==> src/rtl/wb_regfile.sv <==
// Write-back stage and 32-entry architectural register file for the MIPS pipeline.
// Selects the MEM/WB write-back value, commits it, and serves two bypassed read ports.
module wb_regfile #(
  parameter int DATA_W = 32,
  parameter int ADDR_W = 5
) (
  input  logic              clk,
  input  logic              rst,
  input  logic              I_WB_RegWrite,
  input  logic              I_WB_MemtoReg,
  input  logic [DATA_W-1:0] I_ReDat_Mem,
  input  logic [DATA_W-1:0] I_ALU_Res,
  input  logic [ADDR_W-1:0] I_Addr_Reg_Wri,
  input  logic [ADDR_W-1:0] I_Addr_Rs,
  input  logic [ADDR_W-1:0] I_Addr_Rt,
  output logic [DATA_W-1:0] O_Dat_Rs,
  output logic [DATA_W-1:0] O_Dat_Rt,
  output logic [DATA_W-1:0] O_WB_Data,
  output logic              O_WB_Valid,
  output logic [31:0]       O_Wri_Count
);

  localparam int NREG = 1 << ADDR_W;

  // There is no valid/ready pair: every cycle presents one write-back slot,
  // which is always accepted; I_WB_RegWrite alone qualifies the write.
  logic [DATA_W-1:0] regs_q [NREG];
  logic [DATA_W-1:0] regs_d [NREG];
  logic [31:0]       wri_count_q;
  logic [31:0]       wri_count_d;
  logic [DATA_W-1:0] wb_data;
  logic              commit;

  always_comb begin
    wb_data = I_WB_MemtoReg ? I_ReDat_Mem : I_ALU_Res;
    commit  = I_WB_RegWrite && (I_Addr_Reg_Wri != '0) && !rst;
  end

  always_comb begin
    regs_d      = regs_q;
    wri_count_d = wri_count_q;
    if (rst) begin
      regs_d      = '{default: '0};
      wri_count_d = '0;
    end else if (commit) begin
      regs_d[I_Addr_Reg_Wri] = wb_data;
      wri_count_d            = wri_count_q + 32'd1;
    end
    regs_d[0] = '0;
  end

  always_ff @(posedge clk) begin
    regs_q      <= regs_d;
    wri_count_q <= wri_count_d;
  end

  // Write-through bypass lets decode see a value in the same cycle it commits.
  always_comb begin
    O_Dat_Rs = regs_q[I_Addr_Rs];
    if (rst || (I_Addr_Rs == '0)) begin
      O_Dat_Rs = '0;
    end else if (commit && (I_Addr_Rs == I_Addr_Reg_Wri)) begin
      O_Dat_Rs = wb_data;
    end
  end

  always_comb begin
    O_Dat_Rt = regs_q[I_Addr_Rt];
    if (rst || (I_Addr_Rt == '0)) begin
      O_Dat_Rt = '0;
    end else if (commit && (I_Addr_Rt == I_Addr_Reg_Wri)) begin
      O_Dat_Rt = wb_data;
    end
  end

  always_comb begin
    O_WB_Data   = wb_data;
    O_WB_Valid  = commit;
    O_Wri_Count = wri_count_q;
  end

endmodule

==> config.mk <==
export PLATFORM = sky130hd
export DESIGN_NAME = wb_regfile
export DESIGN_NICKNAME = d
export VERILOG_FILES = /design/src/rtl/wb_regfile.sv
export SDC_FILE = /design/constraint.sdc
export NUM_CORES = 2
export LEC_CHECK = 0
export CAP_MARGIN = 5
export CORE_MARGIN = 3
export CORE_UTILIZATION = 50
export DETAILED_ROUTE_END_ITERATION = 8
export PLACE_DENSITY = 0.69
export SLEW_MARGIN = 20
export SYNTH_ARGS = -nofsm -noshare
export SYNTH_HDL_FRONTEND = slang
export SYNTH_SLANG_ARGS = --single-unit
==> constraint.sdc <==
create_clock -name clk -period 9.7 [get_ports clk]
set_input_delay 2.425 -clock clk [delete_from_list [all_inputs] [get_ports clk]]
set_output_delay 2.425 -clock clk [all_outputs]
set_load 0.1 [all_outputs]
==> metrics.md <==
| Metric | Value |
|---|---|
| Combinational fraction of design power | 0.117 |
| Max Clk Rate | 119 MHz |
| Area leader, netlist | dfxtp_1 |
| Gr ovfl total | 0 |
| Layout cells sized above 1 | 0.176 |
| Crit path top cell by count | buf_4 |
| Core footprint | 0.102 sq mm |
| Row Count | 117 |
| Largest net degree at the start of global routing | 234 |
| Skew final | 0.00699 ns |
| Post-cts repair resize count | 0 |
| CP Data Required Time | 7.28 ns |
| Max stage delay on crit path | 0.73 ns |
| Via Count | 42,700 |
| Clock Tree Root | clkbuf_16 |
| Hold Slack | 0.485 ns |
| Leading cell type in the layout, fill and taps excluded | nor2_1 |
| Total GRT Usage | 0.313 |
| Cells on worst reg2reg path | 5 |
| Sw Pwr | 2570 uW |
| DRT Pass-1 Iters | 7 |
| Final max-slew violation count | 0 |
| Post-route ant nets | 0 |
| PnR Total Power | 9590 uW |
| CP Capture Type | output port |
| TNS Setup | 0 ns |
| Syn Inst Count | 5,112 |
| Crit. Startpoint | I_Addr_Reg_Wri[3] |
| First-pass GRT wire length | 259 mm |
| Port Buffers | 211 |
| Peak VDD IR | 132 uV |
| Clk sinks | 1,024 |
| Worst r2r src | O_Wri_Count[2]$_SDFFE_PP0P_ |
| Sequential share of power | 0.444 |
| Cell count along the critical path | 8 |
| Max-cap viol count | 0 |
| R2R Setup Slk | 7.46 ns |
| Leakage | 0.0184 uW |
| Reg clk slew, reported paths | 0.06 ns |
| GP Congestion | 0.877 |
| Final Hold Viols | 0 |
| Post-synth ARST share | 0 |
| Setup crit start kind | input pin |
| Yosys cell types | 68 |
| CP max FO | 18 |
| Initial antenna violation count | 3 |
| Initial Utilization | 0.505 |
| Crit path to | O_Dat_Rs[15] |
| Slew Limit Headroom | 0.193 |
| Syn_area_per_cell | 10.1 sq um |
| Hold Crit Class | flip-flop to flip-flop |
| Die span in y | 327 um |
| Power Internal | 7010 uW |
| Ys Warns | 0 |
| Worst-path cell with the longest stage delay | clkdlybuf4s50_1 |
| Post-CTS setup buffer count | 0 |
| Post-synth top area share | 0.398 |
| Register area share after synthesis | 0.398 |
| Vias in the first global route | 40,100 |
| Clk network pwr share | 0.439 |
| Synth area leaders | dfxtp_1 40%, mux4_2 17%, a211oi_1 14%, nor2_1 7.7%, mux2i_1 3.8% |
| RSZ-0062 raised after global routing | false |
| Worst skew pair latency | 0.67 ns |
| Pwr/cell area | 166 mW/mm^2 |
| Final #Nets | 5,004 |
| P&R area growth vs syn | 11.9% |
| Vias/cell | 6.70 |
| Tightest Pin Transition | 1.21 ns |
| CP Buf/Inv Count | 3 |
| Netlist Area Pre-Place | 0.0516 sq mm |
| H-tree depth | 3 |
| TritonCTS clock tree | yes |
| Wirelength per Cell | 27.1 um |
| Most frequent cells in the layout | 1,048 x nor2_1, 1,024 x dfxtp_1, 993 x a211oi_1, 382 x mux4_2, 212 x a22oi_1 |
| Reg2reg end | O_Wri_Count[27]$_SDFFE_PP0P_ |
| Total CTS buffers | 106 |
| Hold-fix buffers, CTS | 0 |
| Final Util | 0.565 |
| Max Root-Sink Buffers | 3 |
| Arrival time worst endpoint | 5.98 ns |
| Final Critical Period | 8.40 ns |
| Final setup violation count | 0 |
| Top delay family on crit path | buffers and inverters |
| Number of enable flip-flop cells after synthesis | 0 |
| Switching share of power | 0.269 |
| Io pins | 212 |
| DIE AREA | 0.107 sq mm |
| DRC Markers | 0 |
| Post-DP HPWL | 103 mm |
| Top_reg_cell synth | dfxtp_1 |
| Synthesized flop and latch total | 1,024 |
| DRT Wirelength | 173 mm |
| Worst hold stages | 2 |
| Final period util | 0.866 |
| Iter 0 DRT Violations | 5,074 |
| Outcome | completed |
| CP cell instances | clkdlybuf4s50_1 -> or3_1 -> o2111ai_1 -> nor2_1 -> nand2_2 -> buf_4 -> o2bb2ai_1 -> buf_4 |
| Syn nets | 5,196 |
| Die X | 327 um |
| Setup CP Type | input pin to output port |
-- cell usage after synthesis, types with 6 or more instances --
cell type / number
nor3_1: 11
clkbuf_1: 395
a211oi_1: 993
inv_1: 40
buf_1: 8
buf_4: 49
a211o_1: 61
and2_1: 7
buf_6: 13
nor2b_1: 10
o2bb2ai_1: 31
nand3_1: 72
xnor2_1: 14
or3_1: 8
buf_2: 164
a22oi_1: 212
dfxtp_1: 1024
nand2_1: 19
mux2i_1: 198
nor2_8: 8
a221o_1: 32
nand4_1: 17
a22o_1: 31
o21ai_0: 10
and4_1: 7
nor2_4: 6
nor2_2: 19
nand3b_1: 11
mux4_2: 382
xor2_1: 14
a21oi_1: 78
nor2_1: 1051
mux2_2: 36
a32o_1: 30
-- power by group through the flow --
stage | Clock (uW) | Sequential [uW] | Combinational, uW
floorplan | 0 | 4350 | 743
global placement | 0 | 4350 | 1090
detailed placement | 0 | 4350 | 1100
CTS | 4230 | 4260 | 1100
global route | 4400 | 4260 | 1150
finish | 4210 | 4260 | 1120
-- final cells by class --
| class | instances | area, sq um |
|---|---|---|
| multi-input combinational | 3417 | 28600 |
| clock buffer | 152 | 3120 |
| fill | 8712 | 44300 |
| tap | 1368 | 1710 |
| timing repair buffer | 330 | 3130 |
| inverter | 41 | 154 |
| clock inverter | 38 | 445 |
| sequential | 1024 | 20500 |
| antenna | 5 | 12.5 |
-- logic make-up (layout without fill, tap and decap cells) --
| family | Yosys count | in the layout | synth area share |
|---|---|---|---|
| AO/OA/AOI/OAI | 1504 | 1504 | 0.222 |
| AND/OR/NAND/NOR | 1268 | 1268 | 0.104 |
| flip-flops | 1024 | 1024 | 0.398 |
| buffers and inverters | 671 | 561 | 0.0583 |
| multiplexers | 616 | 616 | 0.213 |
| XOR/XNOR | 28 | 28 | 0.00476 |
| adder cells (fa/ha/maj) | 1 | 1 | 0.000243 |
| other | 0 | 5 | 0 |
-- worst min-delay path, cell delays in order, from the launching register on --
cell,delay (ns)
dfxtp_1,0.32
o31ai_1,0.06
a21oi_1,0.05
-- how the worst min path moves through the flow --
stage / start / endpoint / slack [ns]
2_1_floorplan: regs_q[862]$_SDFFE_PP0P_ / regs_q[862]$_SDFFE_PP0P_ / 0.48
3_3_place_gp: O_Wri_Count[31]$_SDFFE_PP0P_ / O_Wri_Count[31]$_SDFFE_PP0P_ / 0.47
3_5_place_dp: O_Wri_Count[31]$_SDFFE_PP0P_ / O_Wri_Count[31]$_SDFFE_PP0P_ / 0.47
4_1_cts: O_Wri_Count[31]$_SDFFE_PP0P_ / O_Wri_Count[31]$_SDFFE_PP0P_ / 0.49
5_1_grt: O_Wri_Count[31]$_SDFFE_PP0P_ / O_Wri_Count[31]$_SDFFE_PP0P_ / 0.52
6_report: O_Wri_Count[31]$_SDFFE_PP0P_ / O_Wri_Count[31]$_SDFFE_PP0P_ / 0.48
-- through the flow --
stage	std cells	area [sq um]	setup WS, ns
floorplan	5112	51600	2.15
global placement	6170	53900	1.17
detailed placement	6176	54000	1.41
CTS	6366	57600	1.39
global route	6370	57700	1.08
finish	6375	57700	1.30
-- routing by layer --
| layer | up-vias | GRT usage | share of wire |
|---|---|---|---|
| met3 | 358 | 0.0687 | 0.10 |
| li1 | 19100 | - | - |
| met1 | 21000 | 0.441 | 0.41 |
| met4 | 0 | 0.111 | 0.034 |
| met2 | 2288 | 0.476 | 0.45 |
| met5 | - | 0 | 0 |
-- state kept, by name, indices dropped and copies added (netlist names) --
register	cells
O_Wri_Count	32
regs_q	992
(Power assumes the default switching activity.)
